<file path="src/rtl/scpu_wb_pkg.sv">
// Shared write-back definitions for the scpu register-file path.
// Holds register-file geometry, requester indices and the contention helper.
package scpu_wb_pkg;

    localparam int RF_ADDR_W = 5;
    localparam int RF_DATA_W = 32;
    localparam int MAX_REQ   = 8;

    localparam int WB_ALU = 0;
    localparam int WB_LSU = 1;
    localparam int WB_CSR = 2;

    typedef struct packed {
        logic [RF_ADDR_W-1:0] addr;
        logic [RF_DATA_W-1:0] data;
    } wb_req_t;

    // Clearing the lowest set bit leaves something only if two or more were set.
    function automatic logic multi_hot(input logic [MAX_REQ-1:0] v);
        return (v & (v - {{(MAX_REQ-1){1'b0}}, 1'b1})) != '0;
    endfunction

endpackage

</file>
<file path="src/rtl/rr_arbiter.sv">
// N-way round-robin priority search starting just after ptr.
// Latency: combinational. Backpressure: none, grant simply follows the request vector.
// One-hot grant plus encoded index; gnt_vld is low when nothing is requested.
module rr_arbiter #(
    parameter int N   = 3,
    parameter int IDW = 2
) (
    input  logic [N-1:0]   req,
    input  logic [IDW-1:0] ptr,
    output logic [N-1:0]   gnt,
    output logic [IDW-1:0] gnt_idx,
    output logic           gnt_vld
);

    localparam int IW = (N > 1) ? $clog2(N) : 1;

    always_comb begin
        int c;
        logic [IW-1:0] ci;
        gnt     = '0;
        gnt_idx = '0;
        gnt_vld = 1'b0;
        c       = 0;
        ci      = '0;
        for (int k = 1; k <= N; k++) begin
            c  = (int'(ptr) + k) % N;
            ci = IW'(c);
            if (!gnt_vld && req[ci]) begin
                gnt_vld = 1'b1;
                gnt[ci] = 1'b1;
                gnt_idx = IDW'(c);
            end
        end
    end

endmodule

</file>
<file path="src/rtl/regs_wb_arbiter.sv">
// Round-robin share of the register-file write port among N_REQ write-back requesters.
// Latency: one cycle from acceptance edge to rf_we; one write per cycle. Backpressure: req_ready one-hot grant.
// Optional REGS_WB_BYPASS_EN adds two combinational read-bypass ports off the rf_* write.
module regs_wb_arbiter
    import scpu_wb_pkg::*;
#(
    parameter int N_REQ = 3,
    parameter int IDW   = 2,
    parameter int CNT_W = 16
) (
    input  logic                          clk,
    input  logic                          rst_n,
    input  logic [N_REQ-1:0]              req_valid,
    input  logic [N_REQ*RF_ADDR_W-1:0]    req_addr,
    input  logic [N_REQ*RF_DATA_W-1:0]    req_data,
    output logic [N_REQ-1:0]              req_ready,
    output logic                          rf_we,
    output logic [RF_ADDR_W-1:0]          rf_waddr,
    output logic [RF_DATA_W-1:0]          rf_wdata,
    output logic [IDW-1:0]                rf_wid,
`ifdef REGS_WB_BYPASS_EN
    input  logic [RF_ADDR_W-1:0]          byp_raddr_1,
    input  logic [RF_ADDR_W-1:0]          byp_raddr_2,
    input  logic [RF_DATA_W-1:0]          byp_rdata_in_1,
    input  logic [RF_DATA_W-1:0]          byp_rdata_in_2,
    output logic [RF_DATA_W-1:0]          byp_rdata_out_1,
    output logic [RF_DATA_W-1:0]          byp_rdata_out_2,
`endif
    output logic [CNT_W-1:0]              contention_cnt
);

    logic [IDW-1:0]   rr_ptr;
    logic [N_REQ-1:0] gnt;
    logic [IDW-1:0]   gnt_idx;
    logic             gnt_vld;
    wb_req_t          sel;

    rr_arbiter #(
        .N   (N_REQ),
        .IDW (IDW)
    ) u_rr_arbiter (
        .req     (req_valid),
        .ptr     (rr_ptr),
        .gnt     (gnt),
        .gnt_idx (gnt_idx),
        .gnt_vld (gnt_vld)
    );

    assign req_ready = gnt & {N_REQ{rst_n}};

    // One-hot mux of the granted requester's address and data.
    always_comb begin
        sel = '0;
        for (int i = 0; i < N_REQ; i++) begin
            if (gnt[i]) begin
                sel.addr = req_addr[i*RF_ADDR_W +: RF_ADDR_W];
                sel.data = req_data[i*RF_DATA_W +: RF_DATA_W];
            end
        end
    end

    // A granted request is always accepted, so gnt_vld marks the handshake edge.
    // Writes to x0 complete the handshake but never assert rf_we.
    always_ff @(posedge clk or negedge rst_n) begin
        if (!rst_n) begin
            rf_we    <= 1'b0;
            rf_waddr <= '0;
            rf_wdata <= '0;
            rf_wid   <= '0;
            rr_ptr   <= IDW'(N_REQ - 1);
        end else if (gnt_vld) begin
            rf_we    <= (sel.addr != '0);
            rf_waddr <= sel.addr;
            rf_wdata <= sel.data;
            rf_wid   <= gnt_idx;
            rr_ptr   <= gnt_idx;
        end else begin
            rf_we    <= 1'b0;
        end
    end

    always_ff @(posedge clk or negedge rst_n) begin
        if (!rst_n) begin
            contention_cnt <= '0;
        end else if (multi_hot(MAX_REQ'(req_valid)) && (contention_cnt != '1)) begin
            contention_cnt <= contention_cnt + 1'b1;
        end
    end

`ifdef REGS_WB_BYPASS_EN
    assign byp_rdata_out_1 = (rf_we && (rf_waddr == byp_raddr_1) && (byp_raddr_1 != '0))
                             ? rf_wdata : byp_rdata_in_1;
    assign byp_rdata_out_2 = (rf_we && (rf_waddr == byp_raddr_2) && (byp_raddr_2 != '0))
                             ? rf_wdata : byp_rdata_in_2;
`endif

endmodule

</file>
<file path="config.mk">
export PLATFORM = sky130hd
export DESIGN_NAME = regs_wb_arbiter
export DESIGN_NICKNAME = d
export VERILOG_FILES = /design/src/rtl/scpu_wb_pkg.sv /design/src/rtl/rr_arbiter.sv /design/src/rtl/regs_wb_arbiter.sv
export SDC_FILE = /design/constraint.sdc
export NUM_CORES = 1
export LEC_CHECK = 0
export ABC_CLOCK_PERIOD_IN_PS = 4600
export CAP_MARGIN = 10
export CORE_MARGIN = 2
export CORE_UTILIZATION = 25
export DETAILED_ROUTE_END_ITERATION = 10
export GPL_TIMING_DRIVEN = 0
export PLACE_DENSITY = 0.64
export REMOVE_ABC_BUFFERS = 1
export SLEW_MARGIN = 20
export SYNTH_ARGS = -nofsm -noshare
export SYNTH_HDL_FRONTEND = slang
export SYNTH_SLANG_ARGS = --single-unit
</file>
<file path="constraint.sdc">
create_clock -name clk -period 4.6 [get_ports clk]
set_input_delay 0.46 -clock clk [delete_from_list [all_inputs] [get_ports clk]]
set_output_delay 0.46 -clock clk [all_outputs]
set_load 0.005 [all_outputs]
</file>
[After elaboration in Yosys (flattened, before gate mapping)]
Cells that the tools add are included.
Word-level totals
  word-level logic and storage cells: 60
  register bits after elaboration: 58
  output and inout bits: 59
  input bits: 116
Operators by class
  reduce and logical (&&, ||, !) cells: 10
  divide/modulo/power cells: 3
  eq/ne operators: 1
  bitwise operators: 4
  multiplexer cells: 25
  order comparisons: 6
  add/subtract/negate cells: 5
Operators by type and width (number)
  two-way mux 37 bit: 3
  modulo 32 x 3 -> 32 bit, second input constant: 3
  adder 16 x 1 -> 16 bit, second input constant: 1
  != test 16 bit, second input constant: 1
  two-way mux 1 bit: 10
  less-than comparator 2 x 3 -> 1 bit, second input constant: 3
  two-way mux 3 bit: 3
  bitwise AND 3 x 8 -> 8 bit: 1
  nonzero test 8 bit: 1
  adder 2 x 2 -> 3 bit, second input constant: 2
  binary-select mux 1 bit (select 2 bit): 3
  demux 1 bit (select 2 bit): 3
  greater-or-equal comparator 2 x 1 -> 1 bit, second input constant: 3
  logical AND 1 bit: 6
  two-way mux 2 bit: 3
  OR 3 bit: 2
  nonzero test 5 bit: 1
  subtractor 3 x 1 -> 4 bit, second input constant: 1
  adder 2 x 1 -> 3 bit, second input constant: 1
  bitwise AND 3 bit: 1
  zero test 1 bit: 2

[Longest topological paths before layout]
  depth after elaboration: 16
  mapped depth: 11
  gate-level depth less buffers: 8

[Hierarchy]
From an unflattened synthesis, not the netlist that was laid out.
Unflattened totals
  cell total of the unflattened synthesis: 345
  area, all modules: 3423.3 um^2
Modules (own cells, without submodules)
  regs_wb_arbiter: area each 3125.5 um^2, instances 1, cells each 304, sequential area each 1427.6 um^2
  rr_arbiter: area each 297.8 um^2, instances 1, cells each 41, sequential area each 0.0 um^2

[Least setup slack after synthesis]
Ideal clock, no wire load.
  path kind: register to output
  start point: register rr_ptr[1]
  end point: output req_ready[2]
  slack: 2.056 ns
  required time: 4.140 ns
  cell stages (with the launch flop): 9
  arrival: 2.084 ns
  path through: dfstp_2 -> ha_1 -> buf_2 -> nand3b_1 -> o21ai_1 -> o31ai_1 -> buf_2 -> buf_2 -> and2_1
On the way
  cells in the longest elaborated chain, start to end: 12
  elaborated cells between the ends (all ways): 39
  those cells by class: add/sub: 3; div: 3; order compare: 6; mux: 17; bitwise: 3; reduce/logical: 7
Ends and longest elaborated chain
  start, declared: RTL line regs_wb_arbiter.sv:32  | logic [IDW-1:0] rr_ptr;
  start signal, assigned: RTL line regs_wb_arbiter.sv:70  | rr_ptr <= IDW'(N_REQ - 1);
  start signal, assigned: RTL line regs_wb_arbiter.sv:76  | rr_ptr <= gnt_idx;
  adder 2 x 1 -> 3 bit: RTL line rr_arbiter.sv:26  | c = (int'(ptr) + k) % N;
  modulo 32 x 3 -> 32 bit: RTL line rr_arbiter.sv:26
  less-than comparator 2 x 3 -> 1 bit (not written as such), or another cell as far along: RTL line rr_arbiter.sv:30  | gnt[ci] = 1'b1;
  logical AND 1 bit (not written as such) / two-way mux 1 bit (equally long branches): RTL line rr_arbiter.sv:30, rr_arbiter.sv:28
  two-way mux 1 bit, on equally long branches: RTL line rr_arbiter.sv:30, rr_arbiter.sv:28
  demux 1 bit (select 2 bit) / zero test 1 bit (equally long branches)
  two-way mux 3 bit / logical AND 1 bit (equally long branches): RTL line rr_arbiter.sv:28  | if (!gnt_vld && req[ci]) begin
  OR 3 bit (no source line) / two-way mux 1 bit (equally long branches)
  two-way mux 3 bit / zero test 1 bit (equally long branches): RTL line rr_arbiter.sv:28
  OR 3 bit (no source line) / logical AND 1 bit (equally long branches)
  two-way mux 3 bit *: RTL line rr_arbiter.sv:28
  bitwise AND 3 bit *: RTL line regs_wb_arbiter.sv:49  | assign req_ready = gnt & {N_REQ{rst_n}};
  end, declared: RTL line regs_wb_arbiter.sv:16  | output logic [N_REQ-1:0] req_ready,
Every way passes the cells marked *; elsewhere a longest branch is shown, timed or not. The select of a mux whose other input is x is not followed.

==> impl_results.md <==
- Grt total ovfl: 0
- Netlist Area Pre-Place: 3141 um2
- Seq/Total Area, Yosys: 45.46%
- Routed vias: 3,254
- Max Slew Vio Count: 0
- DR WL/cell: 16.64 um
- Slew HR: 57.03%
- Share of cells above drive strength 1: 7.723%
- Worst R2R Setup Slack: 1690 ps
- FFs w/ async S/R, synth: 100.0%
- Power, Total: 0.003702 W
- Max-cap violations: 0
- GR Util All Layers: 16.54%
- Post-Layout Cell Count: 673
- WP data arrival: 3280 ps
- Top layer in use: met4
- Die Wd: 116.1 um
- EDFF count, synth: 0
- Synth-to-Final Area Change: 75.30%
- WL met1: 4658 um
- Initial antenna violation count: 0
- Crit path capture type: output pin
- CTS resizes: 0
- I/O pins: 175
- Worst IR Drop VDD: 0.0003625 V
- Final clock period utilization by the worst path: 81.22%
- FF+latch count, synth: 57
- CTS tree: built
- Post-DRT Antenna Nets: 0
- Clk buf depth: 2
- Worst endpoint required time: 4140 ps
- Core area: 12,160 um2
- Commonest non-fill, non-tap cell in the layout: clkdlybuf4s50_1
- Num rows: 40
- Final Hold Vio Count: 0
- WL final: 11,200 um
- CTS Sinks: 57
- YS warnings: 0
- Cell count after synthesis: 328
- Worst-Skew Late Latency: 320 ps
- Post-synth cell types: 45
- Maximum clock frequency: 0.2677 GHz
- R2R Path End: rf_waddr[2]
- Leakage power: 2.255 nW
- Capture point of the worst path: req_ready[1]
- Most frequent cells in the layout: clkdlybuf4s50_1 (173), dfrtp_1 (56), nand2_1 (48), o21ai_1 (39)
- # setup viols final: 0
- First-pass GRT wire length: 17,020 um
- Residual DRC count: 0
- Worst Tran Pin Value: 640.3 ps
- Placed cell count: 657
- Final worst slack: 863.8 ps
- Post-CTS setup buffers: 0
- RD Place Congestion: 0.8481
- Ant. Diodes: 0
- TritonCTS buffer count: 9
- Hold Crit Class: input port to async pin
- H-Tree Depth: 3
- Status: finished clean
- Die H: 116.1 um
- Largest net degree at the start of global routing: 38
- Synth Flop Type: dfrtp_1
- Cells on worst reg2reg path: 9
- Number of global-route vias before repair: 3,385
- Minimum clock period: 3736 ps
- DR pass1 iterations: 4
- Start of the worst register-to-register path: rf_wid[0]
- HPWL Detailed: 8633 um
- CP startpoint: rf_wid[0]
- Post-CTS Hold Fix Bufs: 0
- RSZ-0062 raised after global routing: false
- DR iter-0 viols: 143
- Kind of critical path: flop to output pin
- Avg Cell Area, Syn: 9.575 um2
- Number of port buffers: 174
- Initial Util: 25.82%
- Setup WS pre-CTS: 1180 ps
- Crit path max fanout: 35
- Clock transition at path regs: 50 ps
- Setup crit start kind: flop
- Layout Nets: 621
- Dpl cell area: 5211 um2
- Met3 routed WL: 650 um
- Die area: 13,470 um2
- Root Buffer: clkbuf_16
- Pwr/cell area: 672.5 nW/um2
- Met2 WL post-DR: 5722 um
- Vias per cell: 4.835
- Layout Skew: 5.533 ps
- Design area: 5505 um2
==> critical path, stage by stage, from the launching register on <==
cell             delay (ps)
dfrtp_1                 420
inv_1                    90
ha_1                    450
and3b_1                 260
a2111oi_2               450
o21a_2                  370
buf_12                  230
and2_1                  150
clkdlybuf4s50_1         490
==> where the power goes <==
part           internal [W]  switching (W)  leakage, nW
Clock              0.000421       0.000221        0.149
Sequential         0.000709       0.000126        0.729
Combinational       0.00118        0.00105         1.38
Total               0.00231        0.00139         2.25
==> stage by stage <==
step                      TNS (ps)  hold slack (ps)  util [%]
after floorplan             -53680            164.4         -
after global placement     -166220            473.9     40.93
after detailed placement         0            391.9     42.85
after CTS                        0            40.77     45.27
after global routing             0            48.85     45.27
final                            0            39.47     45.27
==> cells by family after synthesis <==
| kind of cell | synth area share (%) |
|---|---|
| buffers and inverters | 4.263 |
| muxes | 1.275 |
| DFF | 45.46 |
| adders and majority gates | 2.311 |
| AOI/OAI and AO/OA | 29.88 |
| xor gates and xnor gates | 4.183 |
| and+or+nand+nor | 12.63 |
==> cells in the mapped netlist (4+ instances only) <==
master      n  area (um2)
dfrtp_1    56        1401
xor2_1      6       52.55
o21ai_1    40       200.2
a2bb2oi_1  37       324.1
nand2_1    48       180.2
buf_2      11       55.05
inv_1       4       15.01
and2_1      6       37.54
mux2i_1     4       40.04
nor2_1      4       15.01
ha_1        5       62.56
clkbuf_1   13       48.80
nand3_1     5       25.02
nand4_1     4       25.02
xnor2_1     9       78.83
a22oi_1    37       277.8
==> metal layers <==
layer | vias up | track usage [%]
li1 | 1569 | -
met5 | - | 0
met4 | 0 | 6.111
met2 | 104 | 28.07
met3 | 10 | 4.916
met1 | 1571 | 19.86
==> sequential cells by signal, summed over array words and instances, names as in the netlist <==
register and flops:
rf_wdata 32, contention_cnt 16, rf_waddr 5, rf_wid 2, rf_we 1, rr_ptr 1
==> how the worst min path moves through the flow <==
stage                     slack [ps]                 end      start
after detailed placement         390  contention_cnt[12]      rst_n
after CTS                         40  contention_cnt[12]      rst_n
after floorplan                  160   contention_cnt[0]      rst_n
after global routing              50  contention_cnt[14]      rst_n
final                             40  contention_cnt[12]      rst_n
after global placement           470           rf_wid[1]  rf_wid[1]
==> area by class of cell <==
| class | instances | area (um2) |
|---|---|---|
| tap | 168 | 210.2 |
| clock inverter | 2 | 10.01 |
| timing repair buffer | 187 | 1932 |
| fill | 1183 | 6656 |
| clock buffer | 14 | 284.0 |
| inverter | 5 | 18.77 |
| multi-input combinational | 240 | 1623 |
| sequential | 57 | 1428 |
Note: power is estimated with default switching activity, not from simulation.
